File: src/rtl/fibonacci_pkg.sv
// Shared types for the fibonacci engine and its request-side controller.
// FIB_LUT backs the optional result checker (FIB_CHECK_EN).
package fibonacci_pkg;

    typedef struct packed {
        logic       valid;
        logic [7:0] result;
    } t_output_interface;

    typedef struct packed {
        logic       timeout;
        logic       mismatch;
        logic [2:0] term;
        logic [7:0] result;
    } t_fib_rsp;

    typedef enum logic [1:0] {
        IDLE  = 2'd0,
        START = 2'd1,
        WAIT  = 2'd2
    } t_fib_req_state;

    // F(0)=0, F(1)=1
    localparam logic [7:0] FIB_LUT [0:7] = '{8'd0, 8'd1, 8'd1, 8'd2, 8'd3, 8'd5, 8'd8, 8'd13};

endpackage

File: src/rtl/fibonacci_rsp_fifo.sv
// Circular response FIFO; pointers wrap naturally, count is one bit wider.
// head shows the oldest entry and reads as zero while empty.
module fibonacci_rsp_fifo #(
    parameter int  DEPTH = 8,
    parameter type T     = logic [7:0]
) (
    input  logic                   clk,
    input  logic                   rst,
    input  logic                   push,
    input  T                       push_data,
    input  logic                   pop,
    output T                       head,
    output logic                   full,
    output logic                   empty,
    output logic [$clog2(DEPTH):0] count
);

    localparam int AW = $clog2(DEPTH);
    localparam int CW = AW + 1;

    T               mem [DEPTH];
    logic [AW-1:0]  wr_ptr;
    logic [AW-1:0]  rd_ptr;
    logic           do_push;
    logic           do_pop;

    assign empty   = (count == '0);
    assign full    = (count == CW'(DEPTH));
    assign do_pop  = pop && !empty;
    assign do_push = push && (!full || do_pop);
    assign head    = empty ? '0 : mem[rd_ptr];

    always_ff @(posedge clk or negedge rst) begin
        if (!rst) begin
            wr_ptr <= '0;
            rd_ptr <= '0;
            count  <= '0;
        end else begin
            if (do_push) wr_ptr <= wr_ptr + AW'(1);
            if (do_pop)  rd_ptr <= rd_ptr + AW'(1);
            case ({do_push, do_pop})
                2'b10:   count <= count + CW'(1);
                2'b01:   count <= count - CW'(1);
                default: count <= count;
            endcase
        end
    end

    always_ff @(posedge clk) begin
        if (do_push) mem[wr_ptr] <= push_data;
    end

endmodule

File: src/rtl/fibonacci_req_ctrl.sv
// Request-side controller for fibonacci_st: one request in flight, responses queued.
// Optional result checking against FIB_LUT is enabled by defining FIB_CHECK_EN.
//
// state | meaning
// IDLE  | no request in flight; accepts a host request when the FIFO has room
// START | one-cycle start pulse to the engine with the latched term
// WAIT  | waiting for engine valid or for the response timeout
module fibonacci_req_ctrl
    import fibonacci_pkg::*;
#(
    parameter int DEPTH        = 8,
    parameter int RESP_TIMEOUT = 64
) (
    input  logic              clk,
    input  logic              rst,
    input  logic              req_valid,
    input  logic [2:0]        req_term,
    output logic              req_ready,
    output logic              start,
    output logic [2:0]        term,
    input  t_output_interface output_interface,
    output logic              rsp_valid,
    input  logic              rsp_ready,
    output t_fib_rsp          rsp_data,
    output logic              busy,
    output logic              timeout_err,
    output logic              mismatch_err
);

    localparam int TW = $clog2(RESP_TIMEOUT + 1);
    localparam int CW = $clog2(DEPTH) + 1;

    t_fib_req_state  state;
    logic [TW-1:0]   tmo_cnt;
    logic            tmo_hit;
    logic            run;
    logic            chk;
    logic            fifo_push;
    t_fib_rsp        fifo_push_data;
    logic            fifo_full;
    logic            fifo_empty;
    logic [CW-1:0]   fifo_count;

    // run keeps req_ready low until the first edge after reset release
    assign req_ready = run && (state == IDLE) && (fifo_count < CW'(DEPTH));
    assign busy      = (state != IDLE);
    assign rsp_valid = !fifo_empty;
    assign tmo_hit   = (tmo_cnt == TW'(RESP_TIMEOUT - 1));

`ifdef FIB_CHECK_EN
    assign chk = (output_interface.result != FIB_LUT[term]);

    always_ff @(posedge clk or negedge rst) begin
        if (!rst) begin
            mismatch_err <= 1'b0;
        end else if (fifo_push && fifo_push_data.mismatch) begin
            mismatch_err <= 1'b1;
        end
    end
`else
    assign chk          = 1'b0;
    assign mismatch_err = 1'b0;
`endif

    // Engine valid wins over a timeout landing in the same cycle
    always_comb begin
        fifo_push      = 1'b0;
        fifo_push_data = '0;
        if (state == START || state == WAIT) begin
            if (output_interface.valid) begin
                fifo_push               = 1'b1;
                fifo_push_data.mismatch = chk;
                fifo_push_data.term     = term;
                fifo_push_data.result   = output_interface.result;
            end else if (state == WAIT && tmo_hit) begin
                fifo_push              = 1'b1;
                fifo_push_data.timeout = 1'b1;
                fifo_push_data.term    = term;
            end
        end
    end

    always_ff @(posedge clk or negedge rst) begin
        if (!rst) begin
            state       <= IDLE;
            start       <= 1'b0;
            term        <= '0;
            tmo_cnt     <= '0;
            run         <= 1'b0;
            timeout_err <= 1'b0;
        end else begin
            run <= 1'b1;
            case (state)
                IDLE: begin
                    start <= 1'b0;
                    if (req_valid && req_ready) begin
                        state   <= START;
                        start   <= 1'b1;
                        term    <= req_term;
                        tmo_cnt <= '0;
                    end
                end
                START: begin
                    start <= 1'b0;
                    state <= output_interface.valid ? IDLE : WAIT;
                end
                WAIT: begin
                    start <= 1'b0;
                    if (output_interface.valid) begin
                        state <= IDLE;
                    end else if (tmo_hit) begin
                        state       <= IDLE;
                        timeout_err <= 1'b1;
                    end else begin
                        tmo_cnt <= tmo_cnt + TW'(1);
                    end
                end
                default: begin
                    state <= IDLE;
                    start <= 1'b0;
                end
            endcase
        end
    end

    fibonacci_rsp_fifo #(
        .DEPTH (DEPTH),
        .T     (t_fib_rsp)
    ) u_rsp_fifo (
        .clk       (clk),
        .rst       (rst),
        .push      (fifo_push),
        .push_data (fifo_push_data),
        .pop       (rsp_ready),
        .head      (rsp_data),
        .full      (fifo_full),
        .empty     (fifo_empty),
        .count     (fifo_count)
    );

    // A request is only accepted with a free slot, so a push never meets a full FIFO
    push_never_full: assert property (@(posedge clk) disable iff (!rst) !(fifo_push && fifo_full));

endmodule

File: config.mk
export PLATFORM = sky130hd
export DESIGN_NAME = fibonacci_req_ctrl
export DESIGN_NICKNAME = d
export VERILOG_FILES = /design/src/rtl/fibonacci_pkg.sv /design/src/rtl/fibonacci_rsp_fifo.sv /design/src/rtl/fibonacci_req_ctrl.sv
export SDC_FILE = /design/constraint.sdc
export NUM_CORES = 1
export LEC_CHECK = 0
export BUFFER_PORTS_ARGS = -buffer_cell sky130_fd_sc_hd__buf_2
export CAP_MARGIN = 20
export CORE_MARGIN = 4
export CORE_UTILIZATION = 58
export CTS_CLUSTER_SIZE = 25
export DETAILED_ROUTE_END_ITERATION = 8
export GPL_TIMING_DRIVEN = 0
export PLACE_DENSITY = 0.77
export SLEW_MARGIN = 20
export SYNTH_ARGS = -nofsm -noshare
export SYNTH_HDL_FRONTEND = slang
export SYNTH_SLANG_ARGS = --single-unit
export TNS_END_PERCENT = 1
File: constraint.sdc
create_clock -name clk -period 3.4 [get_ports clk]
set_input_delay 0.17 -clock clk [delete_from_list [all_inputs] [get_ports clk]]
set_output_delay 0.17 -clock clk [all_outputs]
set_load 0.1 [all_outputs]
==> reports/results.ini, run 1 <==
[setup_path]
cp_top_family=buffers and inverters
crit_chain=clkbuf_1, clkbuf_1, mux4_2, mux2i_1, nor2_1, buf_2
crit_arrival_ns=2.90
crit_buf_inv=3
cp-start-kind=flop
end_kind=output pin
worstPathRequired_ns=3.23
crit_path_frequent_cell=clkbuf_1
cp_max_fo=10
critPathMaxStageDelay_ns=0.64
crit_slowest_cell=clkbuf_1
path_class=reg -> out

[outcome]
status=completed

[grt]
grt_max_degree=26
grt_pass1_vias=3118
top_usage_layer=met2
grt_pass1_wl_um=17000
track_usage_pct=23.1
overflow=0
met1_usage_pct=28.6
met3_usage_pct=5.07
met2_usage_pct=39.8
grt_antenna_before_repair=0

[placed_design]
portBuffers=35
dp_hpwl_um=6940
place.gp.congestion=0.804
numPlacedInstances=468

[timing]
worstMarginPinSlew_ns=0.876
setup_viol=0
hold_violations=0
finalMaxSlewViolations=0
skew_ns=0.0132
period_needed_ns=3.07
timing.hold.ws_ns=0.0869
relSlewSlack_pct=41.6
fin_tns_setup_ns=0
max_freq_mhz=326
finalCritPeriodShare_pct=90.3
rsz0062_at_grt=no

[synth]
synth_cells=318
synth-seq-cells=121
synth_edf_count=96
yosysWarnings=0
synthFlopType=edfxtp_1
avgSynthCellArea_um2=16.3
yosys.cell_types.count=47
seq_area_frac_synth_pct=67.6
syn-cell-area_mm2=0.00519
async_flop_share_pct=20.7

[die]
start_util_pct=59.5
die_h_um=103
fp-row-count=34
die_x_um=103
io_pins=38
die_area_mm2=0.0105
design.core.area_mm2=0.00872

[finish]
diodes=0
final_nets=409
drive_above_1_share_pct=30.5
area_delta_synth_final_pct=19.1
fin_cells=505

[hold_path]
min_path_type=in -> reg

[clock_tree]
cts_made_buffers=17
ctsResizeCount=0
cts_root_buffer=clkbuf_8
h-tree-depth=4
cts_sinks=121
cts_tree=yes
clk_latency_ns=0.52
cts_buffer_depth=2
clkTransAtPathRegs_ns=0.06

[run]
drv_cap=0

[drt]
drt_iter0_markers=216
drtAntennaViolNets=0
first_pass_iters=4
routed-via-count=2978
viasPerCell=5.90
drc=0
wl_um=10800
wl_per_cell_um=21.3

## Yosys cell counts (3+ instances only)
master     n  area [µm²]
nor2_1    18        67.6
and3_1    12        75.1
clkbuf_1  10        37.5
nand2b_1   3        18.8
xnor2_1    4        35.0
dfrtp_1   25         626
buf_2      4        20.0
a21oi_1    4        20.0
nand3b_1   4        30.0
nor3_1     5        25.0
nand4_1    5        31.3
edfxtp_1  96        2880
mux2_2     5        56.3
a21o_1     3        22.5
nand2_1   15        56.3
xor2_1     6        52.6
ha_1       9         113
inv_1      7        26.3
mux4_2    24         541
o211ai_1   3        22.5
nand3_1   11        55.1
nor2b_1    5        31.3
mux2i_1   12         120
## routing by layer
metal	share of wire (%)	wire, µm
met1	40	4300
met4	0.69	74
met3	5.3	572
met5	0	0
met2	54	5800
## through the flow
stage / instance area, µm² / setup WS (ns) / utilization [%]
detailed placement: 5590 / 0.513 / 64.0
global route: 6180 / 0.133 / 70.9
global placement: 5500 / -0.734 / 63.1
finish: 6180 / 0.328 / 70.9
CTS: 6180 / 0.274 / 70.9
floorplan: 5190 / 0.505 / -
## cells in the final DEF, fill, tap and decap left out, types with 5 or more instances in the layout
cell type       n
buf_4           5
nor2b_1         5
and3_1         12
ha_1            9
buf_2          40
edfxtp_1       96
inv_1           7
mux2_2          5
dfrtp_1        25
nand2_1        15
dlygate4sd3_1   5
clkbuf_16      16
xor2_1          6
mux2i_1        12
clkbuf_1       10
clkinvlp_4      5
nand4_1         5
nor2_1         15
nand3_1        11
mux4_2         24
## timing repair
action,4_1_cts,5_1_grt
hold buffers,5,0
buffers inserted,0,0
endpoints found under the hold margin,29,0
## final timing paths
check / from / endpoint / slack (ns) / cells past startpoint
worst max-delay path: u_rsp_fifo.rd_ptr[1]$_DFFE_PN0P_ / rsp_data[10] / 0.33 / 6
worst min-delay path: output_interface[8] / tmo_cnt[5]$_DFFE_PN0P_ / 0.09 / 4
worst max register to register: tmo_cnt[1]$_DFFE_PN0P_ / u_rsp_fifo.count[2]$_DFFE_PN0P_ / 0.45 / 12
worst min register to register: timeout_err$_DFFE_PN0P_ / timeout_err$_DFFE_PN0P_ / 0.46 / 1
max in group asynchronous: rst / timeout_err$_DFFE_PN0P_ / 2.81 / 2
min in group asynchronous: rst / u_rsp_fifo.count[0]$_DFFE_PN0P_ / 0.19 / 2
## cells by family after synthesis
kind of cell	share of synthesized area [%]
multiplexers	14.0
other	0.145
AO/OA/AOI/OAI	2.75
buffers and inverters	2.19
flip-flops	67.6
XOR/XNOR	1.69
AND/OR/NAND/NOR	9.38
adder cells (fa/ha/maj)	2.17
## final cells by class
type / count / area (µm²)
plain buffers: 18 / 87.6
multi-input cells: 173 / 1600
fillers: 555 / 2540
inverters: 7 / 26.3
flip-flops and latches: 121 / 3510
clock buffers: 17 / 414
well taps: 108 / 135
repair buffers: 46 / 275
clock inverters: 15 / 130
## tightest hold or removal path, delay by kind of cell
kind | cells | cell delay [ns]
buf+inv | 1 | 0.14
compound gates | 1 | 0.11
simple gates | 2 | 0.15
## sequential cells by signal, summed over array words and instances (netlist names)
signal	flops
run	1
start	1
state	2
term	3
timeout_err	1
tmo_cnt	7
u_rsp_fifo.count	4
u_rsp_fifo.mem	96
u_rsp_fifo.rd_ptr	3
u_rsp_fifo.wr_ptr	3
Power of run 1 is not shown: default switching activity piles up to over one toggle a cycle in this logic, so the estimate is an artifact.
==> run 2, diff against run 1 <==
--- a/config.mk
+++ b/config.mk
@@ -5,6 +5,7 @@
 export SDC_FILE = /design/constraint.sdc
 export NUM_CORES = 1
 export LEC_CHECK = 0
+export ABC_AREA = 1
 export BUFFER_PORTS_ARGS = -buffer_cell sky130_fd_sc_hd__buf_2
 export CAP_MARGIN = 20
 export CORE_MARGIN = 4
==> reports/results.ini, run 2 <==
[outcome]
status=completed

[drt]
drc=0  ; unchanged
routed-via-count=3878  ; +30%
first_pass_iters=6  ; +2
wl_um=12500  ; +17%
viasPerCell=5.69  ; -3.4%
wl_per_cell_um=18.4  ; -14%
drt_iter0_markers=458  ; +110%
drtAntennaViolNets=0  ; unchanged

[setup_path]
crit_arrival_ns=2.70  ; -0.20 ns
critPathMaxStageDelay_ns=0.57  ; -0.07 ns
crit_slowest_cell=clkbuf_1
cp-start-kind=flop
cp_max_fo=10  ; unchanged
path_class=reg -> out
crit_path_frequent_cell=nor2_1
crit_chain=inv_2, clkbuf_1, nor2_1, o22ai_1, nor2_1, nor2_1, buf_2
end_kind=output pin
worstPathRequired_ns=3.23  ; about the same

[synth]
async_flop_share_pct=20.7  ; unchanged
synth.most_common_cell=nor2_1
avgSynthCellArea_um2=10.7  ; -34%
synth_cells=498  ; +57%
yosysWarnings=0  ; unchanged
seq_area_frac_synth_pct=65.9  ; -1.7 points
synth_top_cell_area_share_pct=54.2  ; -1.4 points
yosys.cell_types.count=27  ; -43%
synth_common_cells=nor2_1, edfxtp_1, nand2_1
synthFlopType=edfxtp_1
synth_area_leaders=edfxtp_1, dfrtp_1, nor2_1
synth_edf_count=96  ; unchanged
syn-cell-area_mm2=0.00532  ; +2.6%
synth-seq-cells=121  ; unchanged
synth_largest_area_cell=edfxtp_1

[finish]
top_regs=u_rsp_fifo.mem: 96 flops, tmo_cnt: 7 flops, u_rsp_fifo.count: 4 flops
largest_reg_flops=96  ; unchanged
drive_above_1_share_pct=18.3  ; -12 points
final_cell_mix=nor2_1, edfxtp_1, nand2_1
final_nets=585  ; +43%
area_delta_synth_final_pct=18.5
regMostFlops=u_rsp_fifo.mem
diodes=0  ; unchanged
final_common_cell=nor2_1

[die]
die_x_um=104  ; +1.2%
die_h_um=104  ; +1.2%
start_util_pct=60.4  ; +0.95 points
design.core.area_mm2=0.00881  ; +0.98%
fp-row-count=34  ; unchanged
io_pins=38  ; unchanged
die_area_mm2=0.0108  ; +2.4%

[placed_design]
portBuffers=35  ; unchanged
dp_hpwl_um=7610  ; +9.6%
place.gp.congestion=0.852  ; +5.9%

[clock_tree]
cts_setup_buffers=0  ; unchanged
cts_buffer_depth=2  ; unchanged
cts_sinks=121  ; unchanged
h-tree-depth=4  ; unchanged
cts_root_buffer=clkbuf_8
clk_latency_ns=0.52  ; about the same
cts_made_buffers=17  ; unchanged
clkTransAtPathRegs_ns=0.06  ; about the same
cts_tree=yes

[hold_path]
min_path_type=in -> reg

[grt]
grt_max_degree=26  ; unchanged
grt_pass1_vias=3786  ; +21%
grt_antenna_before_repair=0  ; unchanged
track_usage_pct=24.2  ; +1.1 points
overflow=0  ; unchanged
grt_pass1_wl_um=19800  ; +17%

[timing]
finalMaxSlewViolations=0  ; unchanged
max_freq_mhz=348  ; +6.8%
period_needed_ns=2.87  ; -0.197 ns
worstMarginPinSlew_ns=0.882  ; +0.00672 ns
hold_violations=0  ; unchanged
finalCritPeriodShare_pct=84.6  ; -5.8 points
relSlewSlack_pct=41.1  ; -0.51 points
fin_tns_setup_ns=0  ; unchanged
setup_viol=0  ; unchanged
rsz0062_at_grt=no
skew_ns=0.00592  ; -0.00729 ns

[run]
drv_cap=0  ; unchanged

## run 2: cell count changes in the layout (fill, tap and decap cells not counted), sizes merged, moves of 24 or more
cell | previous run | this run
nand2 | 15 | 74
nor2 | 18 | 114
o21ai | 1 | 63
inv | 8 | 42
mux4 | 24 | 0
## run 2: stage by stage
stage	utilization (%)	instances	hold WS [ns]	instance area (µm²)	setup WS [ns]
detailed placement	64.2	642	0.206	5660	0.825
CTS	71.6	681	0.0570	6310	0.563
global placement	64.0	642	0.189	5640	0.701
floorplan	-	499	-0.126	5330	0.633
finish	71.6	681	0.0702	6310	0.525
global route	71.6	681	0.0842	6310	0.394
## run 2: timing repair
action                                 in CTS  in global routing
resized for setup                           0                  0
hold buffers                                7                  0
endpoints found under the hold margin      31                  0
setup endpoints to repair                   0                  0
## run 2: cell families after synthesis
| family | share of synthesized area, % |
|---|---|
| and+or+nand+nor | 16.2 |
| other | 0.141 |
| DFF | 65.9 |
| adders and majority gates | 2.12 |
| buffers and inverters | 5.10 |
| AOI/OAI and AO/OA | 9.48 |
| xor gates and xnor gates | 0.988 |
## run 2: worst max-delay path: cells and delay by family (launching register included)
family                 cells  cell delay, ns
AO/OA/AOI/OAI              1            0.24
buffers and inverters      3            1.15
flip-flops                 1            0.44
AND/OR/NAND/NOR            3            0.35
## run 2: layout make-up
class / count / area [µm²]
Buffer: 25 / 140
Clock buffer: 17 / 414
Clock inverter: 15 / 166
Fill cell: 590 / 2500
Inverter: 35 / 131
Multi-Input combinational cell: 318 / 1570
Sequential cell: 121 / 3510
Tap cell: 108 / 135
Timing Repair Buffer: 42 / 245
## run 2: final timing paths
check	slack, ns	cells after the start	endpoint	start
setup / recovery	0.53	7	rsp_data[10]	u_rsp_fifo.rd_ptr[0]$_DFFE_PN0P_
setup reg to reg	0.82	14	u_rsp_fifo.count[2]$_DFFE_PN0P_	tmo_cnt[0]$_DFFE_PN0P_
min in group asynchronous	0.18	2	state[0]$_DFFE_PN0P_	rst
hold / removal	0.07	3	u_rsp_fifo.mem[6][6]$_DFFE_PP_	output_interface[6]
max in group asynchronous	2.83	2	start$_DFF_PN0_	rst
hold reg to reg	0.49	2	tmo_cnt[6]$_DFFE_PN0P_	tmo_cnt[6]$_DFFE_PN0P_
## run 2: per-layer routing
layer  global-route usage [%]  share of wire [%]  wire length (µm)  up-vias
met5                        0                  0                 0        -
met4                     11.1                1.9               237        0
met3                     5.72                9.2              1150       30
met2                     39.8                 50              6270      186
met1                     30.8                 39              4880     1838
li1                         -                  -                 -     1824
Power of run 2 is left out for the same reason.
==> run 3, diff against run 2 <==
==> constraint.sdc (replaced) <==
create_clock -name clk -period 2.9 [get_ports clk]
set_input_delay 0.145 -clock clk [delete_from_list [all_inputs] [get_ports clk]]
set_output_delay 0.145 -clock clk [all_outputs]
set_load 0.1 [all_outputs]
==> reports/results.ini, run 3 (synthesized netlist as in run 2, its figures left out) <==
[clock_tree]
cts_made_buffers=17  ; unchanged
clk_latency_ns=0.52  ; about the same
cts_buffer_depth=2  ; unchanged
cts_root_buffer=clkbuf_8
cts_sinks=121  ; unchanged
h-tree-depth=4  ; unchanged
clkTransAtPathRegs_ns=0.06  ; about the same
cts_tree=yes

[drt]
routed-via-count=3892  ; +0.36%
viasPerCell=5.72  ; +0.51%
wl_um=12500  ; about the same
drtAntennaViolNets=0  ; unchanged
drc=0  ; unchanged
first_pass_iters=6  ; unchanged
drt_iter0_markers=481  ; +5.0%
wl_per_cell_um=18.4  ; +0.19%

[finish]
top_regs=u_rsp_fifo.mem: 96 flops, tmo_cnt: 7 flops, u_rsp_fifo.count: 4 flops
drive_above_1_share_pct=18.4  ; +0.032 points
area_delta_synth_final_pct=18.4  ; about the same
largest_reg_flops=96  ; unchanged
fin_util_pct=71.6  ; about the same
diodes=0  ; unchanged
final_cell_mix=nor2_1, edfxtp_1, nand2_1
final_nets=584  ; -0.17%
final_cell_area_mm2=0.00630  ; about the same
regMostFlops=u_rsp_fifo.mem
final_common_cell=nor2_1
fin_cells=680  ; -0.15%

[setup_path]
worstPathRequired_ns=2.76  ; -0.47 ns
r2r-end=u_rsp_fifo.count[2]$_DFFE_PN0P_
critPathMaxStageDelay_ns=0.56  ; about the same
rr_startpoint=tmo_cnt[0]$_DFFE_PN0P_
r2r_cells=14  ; unchanged
cp-start-kind=flop
crit_arrival_ns=2.67  ; -0.03 ns
crit_path_frequent_cell=nor2_1
crit_slowest_cell=clkbuf_1
crit_buf_inv=3  ; unchanged
path_class=reg -> out
end_kind=output pin
cp_top_family=buffers and inverters
crit_chain=inv_2, clkbuf_1, nor2_1, o22ai_1, nor2_1, nor2_1, buf_2
reg2reg_setup_slack_ns=0.31  ; -0.51 ns
cp_max_fo=10  ; unchanged

[grt]
grt_antenna_before_repair=0  ; unchanged
grt_pass1_vias=3786  ; unchanged
track_usage_pct=24.2  ; unchanged
grt_pass1_wl_um=19800  ; unchanged
grt_max_degree=26  ; unchanged
overflow=0  ; unchanged

[placed_design]
numPlacedInstances=642  ; unchanged
dp_hpwl_um=7610  ; unchanged
place_area_mm2=0.00566  ; unchanged
portBuffers=35  ; unchanged
place.gp.congestion=0.852  ; unchanged

[die]
die_h_um=104  ; unchanged
die_area_mm2=0.0108  ; unchanged
die_x_um=104  ; unchanged
start_util_pct=60.4  ; unchanged
fp-row-count=34  ; unchanged
io_pins=38  ; unchanged
design.core.area_mm2=0.00881  ; unchanged

[timing]
hold_violations=0  ; unchanged
setup_viol=0  ; unchanged
worstMarginPinSlew_ns=0.844  ; -0.0387 ns
rsz0062_at_grt=no
finalMaxSlewViolations=0  ; unchanged
max_freq_mhz=355
finalCritPeriodShare_pct=97.1
skew_ns=0.00578  ; -0.000149 ns
fin_tns_setup_ns=0  ; unchanged
period_needed_ns=2.82
relSlewSlack_pct=43.7  ; +2.6 points

[hold_path]
hold_depth=3  ; unchanged
min_to=u_rsp_fifo.mem[6][6]$_DFFE_PP_
min_from=output_interface[6]
min_path_type=in -> reg

[run]
drv_cap=0  ; unchanged

[outcome]
status=completed

-- run 3: changes by cell type in the layout (fill, tap and decap cells not counted), sizes merged --
cell,delta
clkbuf,-1
-- run 3: layer usage --
| metal | part of all wire (%) | routed length (µm) | vias to the layer above | global-route usage, % |
|---|---|---|---|---|
| met2 | 50 | 6210 | 192 | 39.8 |
| met5 | 0 | 0 | - | 0 |
| met1 | 40 | 5070 | 1852 | 30.8 |
| met3 | 8.4 | 1050 | 23 | 5.72 |
| li1 | - | - | 1825 | - |
| met4 | 1.7 | 208 | 0 | 11.1 |
-- run 3: repair_timing --
item                                    CTS  global route
endpoints found under the setup margin    0             4
hold buffers                              7             0
endpoints found under the hold margin    32             0
buffers inserted                          0             0
resized for setup                         0             0
-- run 3: stage by stage --
| stage | hold slack, ns | worst slack, ns |
|---|---|---|
| after global placement | 0.164 | 0.201 |
| after detailed placement | 0.181 | 0.325 |
| final | 0.0531 | 0.0844 |
| after CTS | 0.0320 | 0.0882 |
| after floorplan | -0.151 | 0.133 |
| after global routing | 0.0592 | 0.00475 |
-- run 3: cell type report --
cell class / count / area [µm²]
inverters: 35 / 131
well taps: 108 / 135
repair buffers: 42 / 245
fillers: 592 / 2500
clock buffers: 17 / 414
clock inverters: 15 / 166
plain buffers: 24 / 136
flip-flops and latches: 121 / 3510
multi-input cells: 318 / 1570
-- run 3: how the worst max path moves through the flow --
stage | end | startpoint | cells after the start | slack (ns)
2_1_floorplan | tmo_cnt[4]$_DFFE_PN0P_ | state[0]$_DFFE_PN0P_ | 10 | 0.13
3_3_place_gp | u_rsp_fifo.mem[7][1]$_DFFE_PP_ | tmo_cnt[0]$_DFFE_PN0P_ | 7 | 0.20
3_5_place_dp | u_rsp_fifo.count[2]$_DFFE_PN0P_ | tmo_cnt[0]$_DFFE_PN0P_ | 14 | 0.32
4_1_cts | rsp_data[5] | u_rsp_fifo.rd_ptr[1]$_DFFE_PN0P_ | 8 | 0.09
5_1_grt | rsp_data[2] | u_rsp_fifo.rd_ptr[0]$_DFFE_PN0P_ | 7 | 0.005
6_report | rsp_data[10] | u_rsp_fifo.rd_ptr[0]$_DFFE_PN0P_ | 7 | 0.08
-- run 3: tightest hold or removal path, stage by stage --
cell and delay [ns]:
buf_2 0.10, inv_1 0.04, nor2_1 0.09
Power of run 3 is left out for the same reason.
